==> src/rtl/tensor_result_drain.sv <==
// tensor_result_drain
//   Captures completed 4x4 FP32 result tiles (plus tag) from the tensor
//   dot-product unit into a small FIFO and replays each tile one row per beat
//   on a valid/ready writeback port. Back-pressure reaches the result pipeline
//   through stall_out, which is a pure function of registered occupancy.
//
// Ports
//   clk, reset   : clock, synchronous active-high reset (control state only)
//   in_valid     : upstream tile present; held stable while stall_out is high
//   in_tag       : tag travelling with the tile
//   in_tile      : tile, row r at [r*COLS*32 +: COLS*32], column c at [c*32 +: 32]
//   stall_out    : buffer full, upstream must freeze
//   out_valid    : row beat valid
//   out_ready    : consumer accepts the beat
//   out_tag      : tag of the tile being drained
//   out_row      : row index of the current beat
//   out_data     : row payload
//   out_last     : final row of the tile
//   busy         : buffer holds at least one tile
module tensor_result_drain #(
  parameter int DEPTH = 2,
  parameter int TAG_W = 8,
  parameter int ROWS  = 4,
  parameter int COLS  = 4
) (
  input  logic                                clk,
  input  logic                                reset,
  input  logic                                in_valid,
  input  logic [TAG_W-1:0]                    in_tag,
  input  logic [ROWS*COLS*32-1:0]             in_tile,
  output logic                                stall_out,
  output logic                                out_valid,
  input  logic                                out_ready,
  output logic [TAG_W-1:0]                    out_tag,
  output logic [((ROWS > 1) ? $clog2(ROWS) : 1)-1:0] out_row,
  output logic [COLS*32-1:0]                  out_data,
  output logic                                out_last,
  output logic                                busy
);

  localparam int ROW_BITS = COLS * 32;
  localparam int PTR_W    = (DEPTH > 1) ? $clog2(DEPTH) : 1;
  localparam int CNT_W    = $clog2(DEPTH + 1);
  localparam int ROW_W    = (ROWS > 1) ? $clog2(ROWS) : 1;

  localparam logic [PTR_W-1:0] LAST_PTR = PTR_W'(DEPTH - 1);
  localparam logic [CNT_W-1:0] FULL_CNT = CNT_W'(DEPTH);
  localparam logic [ROW_W-1:0] LAST_ROW = ROW_W'(ROWS - 1);

  // Pointer advance with wrap at DEPTH-1 (DEPTH need not be a power of two).
  function automatic logic [PTR_W-1:0] ptr_inc(input logic [PTR_W-1:0] p);
    return (p == LAST_PTR) ? '0 : p + 1'b1;
  endfunction

  // Tile storage: data only, never reset.
  logic [TAG_W-1:0]                   tag_mem_q  [DEPTH];
  logic [ROWS-1:0][ROW_BITS-1:0]      tile_mem_q [DEPTH];

  // Control state.
  logic [PTR_W-1:0] wr_ptr_q, wr_ptr_d;
  logic [PTR_W-1:0] rd_ptr_q, rd_ptr_d;
  logic [CNT_W-1:0] count_q,  count_d;
  logic [ROW_W-1:0] row_q,    row_d;

  logic push;
  logic beat;
  logic pop;

  // Outputs decode registered state only; no in_valid/out_ready feed-through.
  assign stall_out = (count_q == FULL_CNT);
  assign out_valid = (count_q != '0);
  assign busy      = out_valid;
  assign out_tag   = tag_mem_q[rd_ptr_q];
  assign out_data  = tile_mem_q[rd_ptr_q][row_q];
  assign out_row   = row_q;
  assign out_last  = out_valid && (row_q == LAST_ROW);

  always_comb begin
    push     = in_valid && !stall_out;
    beat     = out_valid && out_ready;
    pop      = beat && (row_q == LAST_ROW);
    wr_ptr_d = wr_ptr_q;
    rd_ptr_d = rd_ptr_q;
    row_d    = row_q;
    count_d  = count_q;

    if (push) begin
      wr_ptr_d = ptr_inc(wr_ptr_q);
    end

    if (beat) begin
      row_d = (row_q == LAST_ROW) ? '0 : row_q + 1'b1;
    end

    if (pop) begin
      rd_ptr_d = ptr_inc(rd_ptr_q);
    end

    unique case ({push, pop})
      2'b10:   count_d = count_q + 1'b1;
      2'b01:   count_d = count_q - 1'b1;
      default: count_d = count_q;
    endcase
  end

  // ---- capture stage: write tile at wr_ptr ----
  always_ff @(posedge clk) begin
    if (push) begin
      tag_mem_q[wr_ptr_q]  <= in_tag;
      tile_mem_q[wr_ptr_q] <= in_tile;
    end
  end

  // ---- control state register ----
  always_ff @(posedge clk) begin
    if (reset) begin
      wr_ptr_q <= '0;
      rd_ptr_q <= '0;
      count_q  <= '0;
      row_q    <= '0;
    end else begin
      wr_ptr_q <= wr_ptr_d;
      rd_ptr_q <= rd_ptr_d;
      count_q  <= count_d;
      row_q    <= row_d;
    end
  end

`ifndef SYNTHESIS
  a_no_push_when_full: assert property (@(posedge clk) disable iff (reset)
    !(push && (count_q == FULL_CNT)));

  a_out_stable: assert property (@(posedge clk) disable iff (reset)
    (out_valid && !out_ready) |=> (out_valid && $stable(out_data) &&
                                   $stable(out_tag) && $stable(out_row)));

  a_row_bound: assert property (@(posedge clk) disable iff (reset)
    row_q <= LAST_ROW);
`endif

endmodule
==> config.mk <==
export PLATFORM = sky130hd
export DESIGN_NAME = tensor_result_drain
export DESIGN_NICKNAME = d
export VERILOG_FILES = /design/src/rtl/tensor_result_drain.sv
export SDC_FILE = /design/constraint.sdc
export NUM_CORES = 1
export LEC_CHECK = 0
export CAP_MARGIN = 20
export CORE_AREA = 2 2 371 373
export CTS_BUF_LIST = sky130_fd_sc_hd__clkbuf_16
export DETAILED_ROUTE_END_ITERATION = 6
export DIE_AREA = 0 0 373 375
export HOLD_SLACK_MARGIN = 0.06
export MAX_ROUTING_LAYER = met4
export PLACE_DENSITY_LB_ADDON = 0.05
export SYNTH_ARGS = -nofsm -noshare
export SYNTH_HDL_FRONTEND = slang
export SYNTH_SLANG_ARGS = --single-unit
==> constraint.sdc <==
create_clock -name clk -period 16.05 [get_ports clk]
set_input_delay 2.4075 -clock clk [delete_from_list [all_inputs] [get_ports clk]]
set_output_delay 2.4075 -clock clk [all_outputs]
set_load 0.02 [all_outputs]
## Yosys cells after proc, flatten, opt, wreduce, memory -nomap -nowiden

Memory sizes are Yosys's and may differ from the RTL's. A register that Yosys moved wholly into a read port is not among the register bits.
Cells that the tools add are included.

| cells by class | value |
|---|---|
| add/subtract/negate cells | 5 |
| mux-type cells | 12 |
| $lt $le $gt $ge | 1 |
| reduce and logical (&&, ||, !) cells | 7 |
| equality and inequality tests | 4 |

Operators by type and width:

| operator | count |
|---|---|
| $bmux W128 S2 | 1 |
| $mux W128 | 1 |
| $mux W1 | 8 |
| $eq A2 B2 Y1 const B | 3 |
| $add A2 B1 Y2 const B | 2 |
| $logic_and A1 B1 Y1 | 4 |
| $pmux W2 S2 | 1 |
| $reduce_bool A2 Y1 | 2 |
| $lt A2 B3 Y1 const B | 1 |
| $add A1 B1 Y1 const B | 2 |
| $eq A2 B1 Y1 const B | 1 |
| $mux W2 | 1 |
| $sub A2 B1 Y2 const B | 1 |
| $logic_not A1 Y1 | 1 |

| word-level totals | value |
|---|---|
| flip-flop bits (word level) | 6 |
| RAM bits | 1040 |
| output and inout bits | 142 |
| memories kept | 2 |

Memory list:

| name | words | bits a word | read ports | clocked after Yosys merged registers in | write ports | line | source |
|---|---|---|---|---|---|---|---|
| tile_mem_q | 2 | 512 | 1 | 1 | 1 | 57 | `logic [ROWS-1:0][ROW_BITS-1:0] tile_mem_q [DEPTH];` |
| tag_mem_q | 2 | 8 | 1 | 1 | 1 | 56 | `logic [TAG_W-1:0] tag_mem_q [DEPTH];` |

## Depth between registers and ports, before layout

Gate-level depths: netlist of the first run.

| logic depth | value |
|---|---|
| word-level depth | 5 |
| depth in mapped cells | 7 |

## Least setup slack after synthesis of the first run

OpenSTA, ideal clock, no wires.

| timing path | value |
|---|---|
| kind | input-to-reg |
| start point | input in_valid |
| end point | memory tag_mem_q[1][0] (enable) |
| slack | 857 ps |
| stages | 1 |
| data arrival time | 14237 ps |
| setup time | 956 ps |
| path through | and3_1 |

| on the way | value |
|---|---|
| word-level cells in the longest chain between the ends | 3 |

RTL lines:

| element | line | source |
|---|---|---|
| start, declared | 28 | `input logic in_valid,` |
| $logic_and A1 B1 Y1 | 79 | `push = in_valid && !stall_out;` |
| $mux W1 | 108 | `if (push) begin` |
| $mux W1 (not written as such) | 109 | `tag_mem_q[wr_ptr_q] <= in_tag;` |
| end, declared | 56 |  |

Every way passes these cells.

## Final worst setup path of the first run

| timing path | value |
|---|---|
| start point | register row_q[0] (netlist: out_row[0]) |
| end point | output out_data[46] |

| on the way | value |
|---|---|
| word-level cells in the longest chain between the ends | 2 |

RTL lines:

| element | line | source |
|---|---|---|
| start, declared | 63 | `logic [ROW_W-1:0] row_q, row_d;` |
| start signal, assigned | 125 | `row_q <= row_d;` |
| $bmux W128 S2 | 74 | `assign out_data = tile_mem_q[rd_ptr_q][row_q];` |
| $mux W128 (not written as such) | 74 |  |
| end, declared | 36 | `output logic [COLS*32-1:0] out_data,` |

Every way passes these cells. The select of a mux whose other input is x is not followed.

==> results_dict.tcl, run 1 <==
set metrics [dict create \
    final_core_util_pct 38.6 \
    wire_per_inst_um 24.3 \
    max_freq_ghz 0.140 \
    cts_buffers 118 \
    leakage_nw 17.1 \
    area_delta_synth_final_pct 30.0 \
    grt_usage_pct 14.9 \
    holdBufCountCts 0 \
    rsz0062_at_grt "false" \
    met1_usage_pct 15.7 \
    seq_area_frac_synth_pct 77.5 \
    startpoint_type "flop" \
    die_height_um 375 \
    tightest_slew_ns 1.37 \
    yosysWarnings 0 \
    synth_ff_type "edfxtp_1" \
    hold-path-endpoint "wr_ptr_q$_SDFFE_PP0P_" \
    async_flop_share_pct 0 \
    netlist_area_mm2 0.0405 \
    power_switching_share_pct 22.0 \
    row_count 136 \
    hpwl_um 66600 \
    grt-ovfl-total 0 \
    layout_min_cycle_time_ns 7.13 \
    layout-drive-gt1-share_pct 14.0 \
    synth_xor_area_share_pct 0.0649 \
    cp-end-kind "primary output" \
    layout_setup_ws_ns 8.92 \
    grt_pass1_wl_um 146000 \
    ir_drop_v 0.0000827 \
    r2r_end "tile_mem_q[0][190]$_DFFE_PP_" \
    r2r_start "count_q[0]$_SDFFE_PP0P_" \
    finalWirelength_um 103000 \
    first_iter_violations 941 \
    drc_errors 0 \
    rr_worst_depth 7 \
    grt_max_degree 122 \
    sequentialPowerShare_pct 51.1 \
    coreArea_mm2 0.136 \
    muxShareOfSynthArea_pct 20.3 \
    cts_resized 0 \
    antenna_found_initial 73 \
    fin_area_mm2 0.0526 \
    final_cell_mix "edfxtp_1 (1,040), clkdlybuf4s50_1 (665), mux4_1 (239)" \
    relSlewSlack_pct 8.54 \
    min_period_over_period_pct 44.4 \
    fp.dieW_um 373 \
    fin_setup_tns_ns 0 \
    final_common_cell "edfxtp_1" \
    arrival_ns 4.72 \
    p_comb_share_pct 9.9 \
    p_switching_mw 1.40 \
    worstPathRequired_ns 13.64 \
    synth_nets 2069 \
    clock_sinks 1047 \
    ant_nets 0 \
    dpl_cell_area_mm2 0.0489 \
    setup_violations 0 \
    synth_cell_type_count 27 \
    ctsHtreeMaxLevel 3 \
    place_congestion 0.725 \
    synth_top_family_by_area "multiplexers" \
    dr.pass1.iters 5 \
    fin_cells 4239 \
    slew_viol_final 0 \
    min_path_type "flop to flop" \
    clkPwrFrac_pct 39.0 \
    intPower_mw 4.97 \
    yosys.area_share.simple_pct 0.164 \
    vias_per_cell 4.48 \
    cts_max_path_buffers 3 \
    fin_skew_ns 0.0185 \
    avgSynthCellArea_um2 26.2 \
    dp_slack_ns 8.95 \
    place_inst 3952 \
    fin_nets 2804 \
    cp_max_fo 68 \
    syn_inst 1543 \
    r2r_setup_slack_ns 11.37 \
    vias 19000 \
    die_area_mm2 0.140 \
    start_util_pct 29.7 \
    hp-start "wr_ptr_q$_SDFFE_PP0P_" \
    synth_edf_count 1040 \
    hold_ws_ns 0.524 \
    use_met3_pct 6.36 \
    num_io_pins 666 \
    hold_viol 0 \
    p_per_area_mw_per_mm2 121 \
    portBuffers 665 \
    cts-root-buf "clkbuf_16" \
    hold_depth 2 \
    drv_cap 0 \
    synth_fa_ha_area_share_pct 0.0618 \
    cts_setup_buffers 0 \
    grt_pass1_vias 20900 \
    synth_compound_area_share_pct 0.0928 \
    synth-seq-cells 1047 \
    use_met2_pct 25.0 \
    clock_latency_ns 0.70 \
    clkSlewWorstSetupHoldPaths_ns 0.06 \
    status "complete, no violations" \
    grt_busiest_layer "met2" \
    finalPower_mw 6.36 \
    cts_tree "built" \
    path_class "flop to primary output" \
]
cells by family after synthesis:
| kind of cell | count (synthesis) |
|---|---|
| simple gates | 13 |
| mux | 393 |
| flops | 1047 |
| xor+xnor | 3 |
| fa+ha+maj | 2 |
| compound gates | 7 |
| buf+inv | 78 |
power groups by stage:
stage / Clock (mW) / Sequential (mW) / Combinational, mW
after floorplan: 0 / 3.38 / 0.308
after global placement: 0 / 3.30 / 0.639
after detailed placement: 0 / 3.31 / 0.648
after CTS: 2.58 / 3.26 / 0.651
after global routing: 2.68 / 3.27 / 0.678
final: 2.48 / 3.25 / 0.631
flip-flops by register name, indices dropped and copies added, names as in the netlist, named ones only:
signal / cells
out_row: 2
rd_ptr_q: 1
tag_mem_q: 16
count_q: 2
wr_ptr_q: 1
tile_mem_q: 1024
worst max path at each step:
stage,start,end,slack (ns),depth (start not counted)
after global routing,out_row[0]$_SDFFE_PP0P_,out_data[46],8.61,5
after floorplan,in_valid,tag_mem_q[1][0]$_DFFE_PP_,0.86,1
after detailed placement,in_valid,tile_mem_q[0][62]$_DFFE_PP_,8.95,7
final,out_row[0]$_SDFFE_PP0P_,out_data[46],8.92,5
after global placement,in_valid,tile_mem_q[0][190]$_DFFE_PP_,9.04,7
after CTS,out_row[0]$_SDFFE_PP0P_,out_data[57],8.66,5
metal layers:
layer | vias to the layer above | wire length, um
met4 | 0 | 2270
met3 | 139 | 9320
li1 | 8508 | -
met5 | - | 0
met1 | 9785 | 38700
met2 | 566 | 52700
cell usage after synthesis, types with 4 or more instances:
library cell / instances / area share [%]
edfxtp_1: 1040 / 77
mux4_1: 239 / 16
mux2_2: 136 / 3.8
buf_6: 28 / 0.78
clkbuf_8: 18 / 0.61
mux4_2: 17 / 0.95
clkbuf_1: 14 / 0.13
buf_2: 8 / 0.099
dfxtp_1: 7 / 0.35
inv_1: 4 / 0.037
nor2_1: 4 / 0.037
area by class of cell:
cell class | count | area, um2
diodes | 69 | 173
clock buffers | 121 | 3030
clock inverters | 97 | 557
fillers | 12200 | 83700
inverters | 4 | 22.5
multi-input cells | 418 | 8360
flip-flops and latches | 1047 | 31400
well taps | 1794 | 2240
repair buffers | 689 | 6850
worst max-delay path, stage by stage, from the launching register on:
cell             delay, ns
dfxtp_4               0.86
buf_4                 0.71
buf_4                 0.85
mux4_1                0.44
mux2_2                0.28
clkdlybuf4s50_1       0.65
Power figures use the tool's default switching activity.
==> inputs of run 2 (changes only) <==
Clock period 16.05 ns to 5.7 ns, I/O delays scaled along.
==> run 2 against run 1 <==
Compared with the run above: critical endpoint is now out_data[118]; combinational power grew to 2.8 times the previous value; worst hold slack worse by 0.018 ns; routed wire length hardly changed; die area unchanged; via count increased by 0.23%; clock power grew to 2.9 times the previous value; worst setup slack got worse by 7.8 ns; register-to-register slack got worse by 8.2 ns; clock skew is 0.0052 ns higher; critical path depth down 1; global-route usage is essentially flat.
==> results_dict.tcl, run 2 (synthesized netlist as in run 1, its figures left out) <==
set metrics [dict create \
    ir_drop_v 0.000261 \
    status "complete, no violations" \
    dr.pass1.iters 5 \
    largest-register "tile_mem_q" \
    place_congestion 0.725 \
    clock_latency_ns 0.72 \
    crit_path_end "out_data[118]" \
    wl_met3_um 9030 \
    drc_errors 0 \
    setup_violations 0 \
    start_util_pct 29.7 \
    drv_cap 0 \
    coreArea_mm2 0.136 \
    holdBufCountCts 0 \
    hp-start "wr_ptr_q$_SDFFE_PP0P_" \
    hold_depth 2 \
    rsz0062_at_grt "false" \
    vias 19000 \
    relSlewSlack_pct 26.5 \
    largest_register_ffs 1024 \
    die_height_um 375 \
    wl_met1_um 40300 \
    rr_worst_depth 5 \
    final_cell_mix "edfxtp_1 (1,040), clkdlybuf4s50_1 (665), mux4_1 (239)" \
    cp_max_fo 39 \
    cts-root-buf "clkbuf_16" \
    area_delta_synth_final_pct 30.8 \
    fin_nets 2811 \
    first_iter_violations 1103 \
    hpwl_um 66200 \
    cts_tree "built" \
    arrival_ns 3.69 \
    clock_sinks 1047 \
    antenna_found_initial 60 \
    cts_setup_buffers 0 \
    min_period_over_period_pct 79.8 \
    final_core_util_pct 38.8 \
    r2r_setup_slack_ns 3.17 \
    p_per_area_mw_per_mm2 342 \
    grt_pass1_vias 21200 \
    route.met2.wl_um 51300 \
    cts_buffers 120 \
    portBuffers 665 \
    layout_min_cycle_time_ns 4.55 \
    max_freq_ghz 0.220 \
    layout-drive-gt1-share_pct 14.5 \
    ant_nets 0 \
    path_class "flop to primary output" \
    worstPathRequired_ns 4.85 \
    clkSlewWorstSetupHoldPaths_ns 0.06 \
    wire_per_inst_um 24.3 \
    grt-ovfl-total 0 \
    finalWirelength_um 103000 \
    tightest_slew_ns 1.10 \
    hold_ws_ns 0.506 \
    final_common_cell "edfxtp_1" \
    num_io_pins 666 \
    cts_max_path_buffers 3 \
    cts_resized 0 \
    fp.dieW_um 373 \
    grt_usage_pct 14.8 \
    leakage_nw 17.2 \
    vias_per_cell 4.49 \
    hold_viol 0 \
    r2r_end "tile_mem_q[0][46]$_DFFE_PP_" \
    top_regs "tile_mem_q x1024, tag_mem_q x16" \
    r2r_start "count_q[0]$_SDFFE_PP0P_" \
    ctsHtreeMaxLevel 3 \
    grt_pass1_wl_um 146000 \
    finalPower_mw 18.1 \
    cp-end-kind "primary output" \
    min_path_type "flop to flop" \
    startpoint_type "flop" \
    grt_max_degree 159 \
    slew_viol_final 0 \
    fin_setup_tns_ns 0 \
    row_count 136 \
    dr.max_layer_used "met4" \
    fin_skew_ns 0.0238 \
    die_area_mm2 0.140 \
]
run 2: worst min path at each step:
stage,to,slack (ns)
finish,wr_ptr_q$_SDFFE_PP0P_,0.51
global placement,wr_ptr_q$_SDFFE_PP0P_,0.48
global route,rd_ptr_q$_SDFFE_PP0P_,0.56
detailed placement,wr_ptr_q$_SDFFE_PP0P_,0.50
floorplan,wr_ptr_q$_SDFFE_PP0P_,0.46
CTS,wr_ptr_q$_SDFFE_PP0P_,0.51
run 2: worst max-delay path, cell delays in order, from the launching register on:
cell and delay, ns:
dfxtp_4 0.89, buf_4 0.54, mux4_1 0.61, mux2_2 0.28, clkdlybuf4s50_1 0.59
run 2: per-layer routing:
metal  track usage (%)  up-vias
met3              6.19      130
met4              4.72        0
met5                 -        -
li1                  -     8503
met2              24.3      569
met1              16.4     9839
run 2: stage by stage:
step,std cells,setup slack [ns],instance area [um2]
2_1_floorplan,1543,-3.52,40500
3_3_place_gp,3957,1.80,49100
3_5_place_dp,3957,1.78,49100
4_1_cts,4180,0.973,52800
5_1_grt,4236,0.977,52900
6_report,4237,1.15,52900
run 2: final cells by class:
class                      count  area, um2
fill                       12300      83400
sequential                  1047      31400
multi-input combinational    418       8370
timing repair buffer         694       7090
clock buffer                 121       3030
tap                         1794       2240
clock inverter               102        658
antenna                       57        143
inverter                       4       26.3
run 2: power breakdown:
part	switching [mW]	leakage, nW	internal (mW)
Combinational	0.859	5.50	0.933
Sequential	0.112	9.79	9.04
Clock	3.03	1.92	4.13
